==> config.mk <==
export PLATFORM = sky130hd
export DESIGN_NAME = condicionador_botoes
export DESIGN_NICKNAME = d
export VERILOG_FILES = /design/src/rtl/condicionador_botoes.sv
export SDC_FILE = /design/constraint.sdc
export NUM_CORES = 1
export LEC_CHECK = 0
export ABC_AREA = 1
export CAP_MARGIN = 5
export CORE_MARGIN = 2
export CORE_UTILIZATION = 45
export DETAILED_ROUTE_END_ITERATION = 7
export GPL_TIMING_DRIVEN = 0
export PLACE_DENSITY = 0.69
export SYNTH_ARGS = -nofsm -noshare
export SYNTH_HDL_FRONTEND = slang
export SYNTH_SLANG_ARGS = --single-unit
==> constraint.sdc <==
create_clock -name clock -period 2.1 [get_ports clock]
set_input_delay 0.315 -clock clock [delete_from_list [all_inputs] [get_ports clock]]
set_output_delay 0.315 -clock clock [all_outputs]
set_load 0.02 [all_outputs]
==> src/rtl/condicionador_botoes.sv <==
// condicionador_botoes: synchronizes, debounces and registers the four
// memory-game buttons, producing one tem_jogada pulse per accepted press.
module condicionador_botoes #(
    parameter int DEBOUNCE_CYCLES = 5
) (
    input  logic       clock,
    input  logic       reset,
    input  logic [3:0] botoes,
    input  logic       habilita,
    output logic [3:0] jogada,
    output logic       tem_jogada,
    output logic       multipla,
    output logic       db_tem_jogada,
    output logic [3:0] db_estado
);

    localparam int CW = $clog2(DEBOUNCE_CYCLES);
    localparam logic [CW-1:0] CONT_UM  = CW'(1);
    localparam logic [CW-1:0] CONT_FIM = CW'(DEBOUNCE_CYCLES - 1);

    typedef enum logic [1:0] {
        OCIOSO      = 2'd0,
        CONTANDO    = 2'd1,
        PRESSIONADO = 2'd2,
        SOLTANDO    = 2'd3
    } estado_t;

    // A pattern with two or more buttons down is a wrong play for the game.
    function automatic logic mais_de_um_bit(input logic [3:0] v);
        logic [2:0] n;
        n = 3'd0;
        for (int i = 0; i < 4; i++) begin
            n = n + {2'b00, v[i]};
        end
        return (n > 3'd1);
    endfunction

    logic [3:0]    sinc_meta_q;
    logic [3:0]    sinc_q;
    estado_t       estado_q,     estado_d;
    logic [3:0]    padrao_q,     padrao_d;
    logic [CW-1:0] cont_q,       cont_d;
    logic [3:0]    jogada_q,     jogada_d;
    logic          multipla_q,   multipla_d;
    logic          tem_jogada_q, tem_jogada_d;

    // Two-flop synchronizer bringing the asynchronous button levels into the clock domain.
    always_ff @(posedge clock) begin
        if (reset) begin
            sinc_meta_q <= 4'b0000;
            sinc_q      <= 4'b0000;
        end else begin
            sinc_meta_q <= botoes;
            sinc_q      <= sinc_meta_q;
        end
    end

    // State, debounce counter, candidate pattern and registered outputs.
    always_ff @(posedge clock) begin
        if (reset) begin
            estado_q     <= OCIOSO;
            padrao_q     <= 4'b0000;
            cont_q       <= '0;
            jogada_q     <= 4'b0000;
            multipla_q   <= 1'b0;
            tem_jogada_q <= 1'b0;
        end else begin
            estado_q     <= estado_d;
            padrao_q     <= padrao_d;
            cont_q       <= cont_d;
            jogada_q     <= jogada_d;
            multipla_q   <= multipla_d;
            tem_jogada_q <= tem_jogada_d;
        end
    end

    // Debounce FSM: a press is accepted once the same nonzero pattern is seen
    // for DEBOUNCE_CYCLES edges; a new press needs an equally stable release.
    always_comb begin
        estado_d     = estado_q;
        padrao_d     = padrao_q;
        cont_d       = cont_q;
        jogada_d     = jogada_q;
        multipla_d   = multipla_q;
        tem_jogada_d = 1'b0;

        case (estado_q)
            OCIOSO: begin
                if (sinc_q != 4'b0000) begin
                    padrao_d = sinc_q;
                    cont_d   = CONT_UM;
                    estado_d = CONTANDO;
                end else begin
                    estado_d = OCIOSO;
                end
            end
            CONTANDO: begin
                if (sinc_q == 4'b0000) begin
                    estado_d = OCIOSO;
                end else if (sinc_q != padrao_q) begin
                    padrao_d = sinc_q;
                    cont_d   = CONT_UM;
                    estado_d = CONTANDO;
                end else if (cont_q == CONT_FIM) begin
                    estado_d = PRESSIONADO;
                    // With habilita low the press is swallowed silently.
                    if (habilita) begin
                        jogada_d     = padrao_q;
                        multipla_d   = mais_de_um_bit(padrao_q);
                        tem_jogada_d = 1'b1;
                    end else begin
                        tem_jogada_d = 1'b0;
                    end
                end else begin
                    cont_d = cont_q + CONT_UM;
                end
            end
            PRESSIONADO: begin
                // Pattern changes while held are deliberately ignored.
                if (sinc_q == 4'b0000) begin
                    cont_d   = CONT_UM;
                    estado_d = SOLTANDO;
                end else begin
                    estado_d = PRESSIONADO;
                end
            end
            SOLTANDO: begin
                if (sinc_q != 4'b0000) begin
                    estado_d = PRESSIONADO;
                end else if (cont_q == CONT_FIM) begin
                    estado_d = OCIOSO;
                end else begin
                    cont_d = cont_q + CONT_UM;
                end
            end
            default: begin
                estado_d = OCIOSO;
                cont_d   = '0;
                padrao_d = 4'b0000;
            end
        endcase
    end

    assign jogada        = jogada_q;
    assign multipla      = multipla_q;
    assign tem_jogada    = tem_jogada_q;
    assign db_tem_jogada = |sinc_q;
    assign db_estado     = {2'b00, estado_q};

endmodule
# After elaboration in Yosys (flattened, before gate mapping)
# Index checks and enable logic that the tools add are counted.
[totals]
reg_bits = 23
input_bits = 7
output_inout_bits = 11
elab_cells = 59
[op_classes]
n_addsub = 4
order_cmp = 1
n_eq_ne = 12
mux = 20
bitwise_logic = 4
n_reduce_logical = 10
[op_table]
columns = ["cell", "n"]
rows = [
  ["two-way mux 3 bit", 6],
  ["two-way mux 4 bit", 3],
  ["one-hot mux 3 bit (4 select lines)", 1],
  ["two-way mux 2 bit", 5],
  ["inequality test 2 bit (second input constant)", 5],
  ["one-hot mux 2 bit (4 select lines)", 1],
  ["one-hot mux 4 bit (2 select lines)", 1],
  ["AND reduction 4 bit", 2],
  ["AND reduction 5 bit", 1],
  ["OR reduction 5 bit", 1],
  ["== test 2 bit (second input constant)", 2],
  ["zero test 4 bit", 1],
  ["inequality test 4 bit", 1],
  ["inequality test 4 bit (second input constant)", 1],
  ["NOT 1 bit", 4],
  ["nonzero test 4 bit", 1],
  ["OR reduction 4 bit", 1],
  ["adder 2 x 1 -> 3 bit", 1],
  ["adder 3 x 1 -> 3 bit", 1],
  ["adder 3 x 1 -> 3 bit (second input constant)", 1],
  ["== test 3 bit (second input constant)", 1],
  ["> comparator 3 x 1 -> 1 bit (second input constant)", 1],
  ["two-way mux 1 bit", 3],
  ["inequality test 3 bit (second input constant)", 1],
  ["5 further kinds", 5],
]

# Depth between registers and ports, before layout
# Gate-level depths: netlist of run 1.
[depth]
ltp_word = 5
mapped_depth = 9
ltp_nobuf = 9

# Least setup slack after synthesis of run 1
# OpenSTA, ideal clock, no wires.
[synth_path]
kind = "register to register"
startpoint = "reg padrao_q[0]"
endpoint = "reg multipla_q (netlist: multipla)"
setup_ps = 113
t_arrival_ps = 1139
required_time_ps = 1987
setup_slack_ps = 847
path_stages_with_launch = 6
path_buffers = 0
period_less_slack_ps = 1253
path_cell_list = "dfxtp_1 inv_1 fa_1 o21ai_0 nor2_1 nor2_1"
[synth_between]
elab_chain_cells = 4
elab_cells_between_ends = 7
cone_classes = "3 x add/sub; 1 x order compare; 1 x eq/ne; 1 x bitwise; 1 x reduce/logical"
[synth_rtl]
columns = ["item", "line_no", "text"]
rows = [
  ["start: declaration", "41", "logic [3:0] padrao_q, padrao_d;"],
  ["start signal: assignment", "69", "padrao_q <= padrao_d;"],
  ["adder 1 x 1 -> 2 bit", "33", "n = n + {2'b00, v[i]};"],
  ["adder 2 x 1 -> 3 bit", "33", ""],
  ["adder 3 x 1 -> 3 bit", "33", ""],
  ["> comparator 3 x 1 -> 1 bit", "35", "return (n > 3'd1);"],
  ["end signal: assignment", "72", "multipla_q <= multipla_d;"],
  ["end: declaration", "44", "logic multipla_q, multipla_d;"],
]
# Parallel ways exist; a longest one is shown, timed or not.
# A chain may end at the register's enable or synchronous reset.

# Worst setup path in the final report of run 1
[layout_path]
startpoint = "reg sinc_q[3]"
endpoint = "out db_tem_jogada"
[layout_between]
elab_chain_cells = 1
[layout_rtl]
columns = ["item", "line_no", "text"]
rows = [
  ["start: declaration", "39", "logic [3:0] sinc_q;"],
  ["start signal: assignment", "54", "sinc_q <= sinc_meta_q;"],
  ["OR reduction 4 bit", "147", "assign db_tem_jogada = |sinc_q;"],
  ["end: declaration", "13", "output logic db_tem_jogada,"],
]
# Every way passes these cells.

==> results.sh, run 1 <==
export IMPL_p_leak_nw=0.642
export IMPL_fin_tns_setup_ns=0
export IMPL_port_buffers=15
export IMPL_post_dp_cell_area_sq_mm=0.00135
export IMPL_clkPwrFrac_pct=20.1
export IMPL_finClkSkew_ns=0.00390
export IMPL_drt_iter0_drc=21
export IMPL_ys_flop_type="dfxtp_1"
export IMPL_min_period_over_period_pct=89.5
export IMPL_ctsLongestPathBuffers=2
export IMPL_cts_root_buffer="clkbuf_4"
export IMPL_clkTransAtPathRegs_ns=0.12
export IMPL_grt_first_pass_wirelength_mm=3.72
export IMPL_ys_ff_latch=23
export IMPL_synth_top_cell_area_share_pct=39.8
export IMPL_cts_sinks=23
export IMPL_first_global_vias=891
export IMPL_cp_max_fo=6
export IMPL_numCtsBuffers=3
export IMPL_core_area_sq_mm=0.00245
export IMPL_chipWidth_microns=54.7
export IMPL_die_height_microns=54.7
export IMPL_cp_data_required_time_ns=1.78
export IMPL_grt_max_degree=13
export IMPL_yosysSeqAreaShare_pct=39.8
export IMPL_insertion_delay_ns=0.30
export IMPL_p_per_area_mw_per_mm2=728
export IMPL_cts_tree="built"
export IMPL_hold_slack_ns=0.410
export IMPL_wire_per_inst_microns=9.99
export IMPL_p_int_w=0.000656
export IMPL_worstSetupStartpointType="flip-flop"
export IMPL_routed_wl_mm=2.16
export IMPL_worstRegToRegCells=9
export IMPL_vdd_drop_max_mv=0.591
export IMPL_comb_power_share_pct=29.6
export IMPL_switching_share_pct=34.4
export IMPL_syn_to_final_growth_pct=18.8
export IMPL_syn_area_sq_mm=0.00116
export IMPL_synthTopCellsByArea="dfxtp_1 40%, nand2_1 11%, inv_1 9.1%"
export IMPL_status="complete, no violations"
export IMPL_start_util_pct=47.1
export IMPL_rsz0062_at_grt="false"
export IMPL_syn_instance_count=166
export IMPL_cp_arrival_ns=1.56
export IMPL_dp_hpwl_mm=1.63
export IMPL_max_freq_mhz=532
export IMPL_fin_area_sq_mm=0.00138
export IMPL_routabilityCongestion=0.867
export IMPL_cap_violations=0
export IMPL_grt_usage_pct=17.4
export IMPL_synth_most_common_cell="nand2_1"
export IMPL_yosys_area_top_type="dfxtp_1"
export IMPL_cts_max_level=1
export IMPL_insertedDiodeCount=0
export IMPL_antenna_found_initial=0
export IMPL_yosysUniqueCellTypes=24
export IMPL_routed_via_density=4.69
export IMPL_hold_buffers=0
export IMPL_ant_nets=0
export IMPL_num_io_pins=18
export IMPL_hp_class="reg -> reg"
export IMPL_layout_nets=197
export IMPL_final_util_pct=56.0
export IMPL_hold_path_depth=2
export IMPL_async_flop_share_pct=0
export IMPL_postCtsResizedCells=0
export IMPL_rows=18
export IMPL_hold_violations=0
export IMPL_drt_pass1_iterations=4
export IMPL_synth_commonest_cells="35 x nand2_1, 28 x inv_1, 26 x nor2_1"
export IMPL_setup_viol=0
export IMPL_synth_edf_count=0
export IMPL_yosys_warnings=0
export IMPL_final_layout_size_suffix_gt1_share_pct=11.8
export IMPL_switching_power_w=0.000345
export IMPL_postSynthAreaPerCell_sq_um=6.97
export IMPL_min_period_ns=1.88
export IMPL_drc=0
export IMPL_gr_total_overflow=0
export IMPL_report_final_slew_viol_count=0
export IMPL_seq_power_share_pct=50.2
export IMPL_num_vias=1013
export IMPL_dieArea_sq_mm=0.00299
export IMPL_crit_type="reg -> out"
export IMPL_end_kind="output pin"
export IMPL_cts_setup_buffers=0
cells by family (layout without fill, tap and decap cells):
| logic type | count (synthesis) | after routing | synth area share (%) |
|---|---|---|---|
| flops | 23 | 23 | 39.8 |
| simple gates | 89 | 89 | 37.0 |
| fa+ha+maj | 3 | 3 | 3.89 |
| compound gates | 16 | 16 | 7.24 |
| buf+inv | 34 | 53 | 11.8 |
| other cells | 1 | 2 | 0.324 |
cells in the final DEF (no fill, tap or decap), types with 2 or more instances in the layout:
cell type,n
a21oi_1,8
buf_4,2
clkbuf_1,2
clkbuf_4,3
clkdlybuf4s50_1,15
conb_1,2
dfxtp_1,23
ha_1,2
inv_1,28
inv_2,2
nand2_1,35
nand2_2,6
nand3_1,11
nand4_1,3
nor2_1,26
nor2_2,2
nor2_4,2
o21ai_0,4
o21ai_1,3
registers in the layout (all words and copies together) (netlist names):
name / count
tem_jogada: 1
multipla: 1
sinc_q: 4
padrao_q: 4
estado_q: 2
sinc_meta_q: 4
jogada: 4
cont_q: 3
critical path: stages (launching register included):
cell	delay [ns]
dfxtp_1	0.36
nor2_2	0.21
nand2_2	0.13
clkdlybuf4s50_1	0.56
routing by layer:
| metal | wire [microns] | vias to the layer above | GRT usage [%] |
|---|---|---|---|
| met5 | 0 | - | 0 |
| met4 | 0 | 0 | 5.00 |
| met3 | 79 | 0 | 3.28 |
| met2 | 1070 | 21 | 28.8 |
| met1 | 1010 | 449 | 22.8 |
| li1 | - | 543 | - |
worst paths after layout:
check                           slack, ns            end           start
worst max-delay path                 0.22  db_tem_jogada       sinc_q[3]
worst min-delay path                 0.41      sinc_q[3]  sinc_meta_q[3]
worst max register to register       0.56      jogada[2]       cont_q[0]
worst min register to register       0.41      sinc_q[3]  sinc_meta_q[3]
cell type report:
class | instances | area [sq um]
repair buffers | 15 | 150
fillers | 251 | 1080
well taps | 30 | 37.5
multi-input cells | 110 | 564
flip-flops and latches | 23 | 460
plain buffers | 4 | 23.8
inverters | 30 | 113
clock buffers | 4 | 26.3
through the flow:
stage	setup WS (ns)	cells	power [W]
after floorplan	0.847	167	0.000733
after global placement	0.474	212	0.000799
after detailed placement	0.476	212	0.000808
after CTS	0.206	216	0.00101
after global routing	0.140	216	0.00108
final	0.221	216	0.00100
power groups by stage:
stage / clock (W) / sequential [W] / combinational [W]
after detailed placement: 0 / 0.000512 / 0.000296
after global placement: 0 / 0.000510 / 0.000288
after CTS: 0.000212 / 0.000503 / 0.000299
final: 0.000201 / 0.000503 / 0.000297
after global routing: 0.000231 / 0.000509 / 0.000338
after floorplan: 0 / 0.000513 / 0.000220
Note: power is estimated with default switching activity, not from simulation.
==> inputs of run 2 (changes only) <==
SETUP_SLACK_MARGIN = 0.4   (was unset)
==> run 2 against run 1 <==
Clock power increased by 2%; worst setup slack better by 0.25 ns; non-clock buffer count stayed put; final cell count is the same; sequential cell count did not move; via count is 0.39% higher; total power is 0.52% higher; register-to-register slack improved by 0.03 ns; combinational power hardly changed; core utilization rose by 0.46 points; critical path type unchanged; critical endpoint unchanged; largest cell class unchanged; largest power group unchanged.
==> results.sh, run 2 (same netlist as run 1, synthesis figures left out) <==
export IMPL_p_per_area_mw_per_mm2=725
export IMPL_cp_max_fo=6
export IMPL_post_dp_cell_area_sq_mm=0.00135
export IMPL_cp_arrival_ns=1.31
export IMPL_rsz0062_at_grt="false"
export IMPL_max_freq_mhz=614
export IMPL_end_kind="output pin"
export IMPL_crit_family="flip-flops"
export IMPL_final_setup_worst_slack_ns=0.473
export IMPL_hp_class="reg -> reg"
export IMPL_setup_viol=0
export IMPL_cp_data_required_time_ns=1.78
export IMPL_cpPeakStageDelay_ns=0.38
export IMPL_min_period_over_period_pct=77.5
export IMPL_cap_violations=0
export IMPL_syn_to_final_growth_pct=19.8
export IMPL_drt_pass1_iterations=4
export IMPL_ctsLongestPathBuffers=2
export IMPL_drt_iter0_drc=20
export IMPL_core_area_sq_mm=0.00245
export IMPL_first_global_vias=891
export IMPL_insertedDiodeCount=0
export IMPL_gr_total_overflow=0
export IMPL_hold_buffers=0
export IMPL_grt_max_degree=13
export IMPL_start_util_pct=47.1
export IMPL_rows=18
export IMPL_min_period_ns=1.63
export IMPL_crit_chain="nor2_4, nand2_2, dlygate4sd2_1"
export IMPL_cts_tree="built"
export IMPL_cts_sinks=23
export IMPL_routed_via_density=4.71
export IMPL_ant_nets=0
export IMPL_final_common_cell="nand2_1"
export IMPL_layout_nets=197
export IMPL_antenna_found_initial=0
export IMPL_final_layout_size_suffix_gt1_share_pct=12.9
export IMPL_fin_tns_setup_ns=0
export IMPL_insertion_delay_ns=0.31
export IMPL_worstSetupStartpointType="flip-flop"
export IMPL_fin_area_sq_mm=0.00139
export IMPL_routabilityCongestion=0.867
export IMPL_report_final_slew_viol_count=0
export IMPL_drc=0
export IMPL_hold_violations=0
export IMPL_dieArea_sq_mm=0.00299
export IMPL_die_height_microns=54.7
export IMPL_num_io_pins=18
export IMPL_cp_slowest_cell="dfxtp_1"
export IMPL_chipWidth_microns=54.7
export IMPL_crit_buf_inv=1
export IMPL_hold_slack_ns=0.410
export IMPL_status="complete, no violations"
export IMPL_grt_first_pass_wirelength_mm=3.72
export IMPL_finClkSkew_ns=0.00951
export IMPL_crit_type="reg -> out"
export IMPL_numCtsBuffers=3
export IMPL_wire_per_inst_microns=10.4
export IMPL_num_vias=1017
export IMPL_dp_hpwl_mm=1.63
export IMPL_cts_max_level=1
export IMPL_power_w=0.00101
export IMPL_cts_root_buffer="clkbuf_4"
export IMPL_vdd_drop_max_mv=0.592
export IMPL_routed_wl_mm=2.24
export IMPL_port_buffers=15
export IMPL_p_leak_nw=0.663
export IMPL_final_cell_mix="35 x nand2_1, 28 x inv_1, 26 x nor2_1"
export IMPL_pre_cts_ws_ns=0.476
export IMPL_grt_usage_pct=17.4
export IMPL_clkTransAtPathRegs_ns=0.13
run 2: path summary, 6_finish.rpt:
| path | from | end | slack (ns) | cells past startpoint |
|---|---|---|---|---|
| setup reg to reg | cont_q[0] | jogada[2] | 0.59 | 9 |
| hold reg to reg | sinc_meta_q[3] | sinc_q[3] | 0.41 | 2 |
| hold / removal | sinc_meta_q[3] | sinc_q[3] | 0.41 | 2 |
| setup / recovery | sinc_q[3] | db_tem_jogada | 0.47 | 3 |
run 2: layer usage:
metal	global-route usage, %	share of wire (%)	vias to the layer above
li1	-	-	542
met1	22.8	46	455
met2	28.8	50	20
met3	3.28	3.6	0
met4	5.00	0	0
met5	0	0	-
run 2: area by class of cell:
class	instances	area (sq um)
well taps	30	37.5
fillers	245	1070
inverters	30	113
repair buffers	15	150
multi-input cells	110	574
flip-flops and latches	23	462
plain buffers	4	23.8
clock buffers	4	26.3
run 2: worst reg2reg max path, cell delays in order, from the launching register on:
cell and delay [ns]:
dfxtp_1 0.35, inv_1 0.08, ha_1 0.17, nand2_1 0.12, inv_1 0.13, nand2_1 0.08
nor2_1 0.15, nand3_2 0.17, nand2_1 0.12, a21oi_2 0.06
run 2: through the flow:
step | cells | utilization [%]
floorplan | 167 | -
global placement | 212 | 54.9
detailed placement | 212 | 54.9
CTS | 216 | 56.0
global route | 216 | 56.5
finish | 216 | 56.5
run 2: repair_timing:
item,4_1_cts,5_1_grt
buffers inserted,0,0
setup endpoints to repair,3,6
resized for setup,3,3
run 2: power breakdown:
group / switching (W) / internal, W / total [W]
sequential: 0.0000344 / 0.000470 / 0.000504
combinational: 0.000186 / 0.000110 / 0.000296
clock: 0.000132 / 0.0000740 / 0.000206
total: 0.000352 / 0.000653 / 0.00101
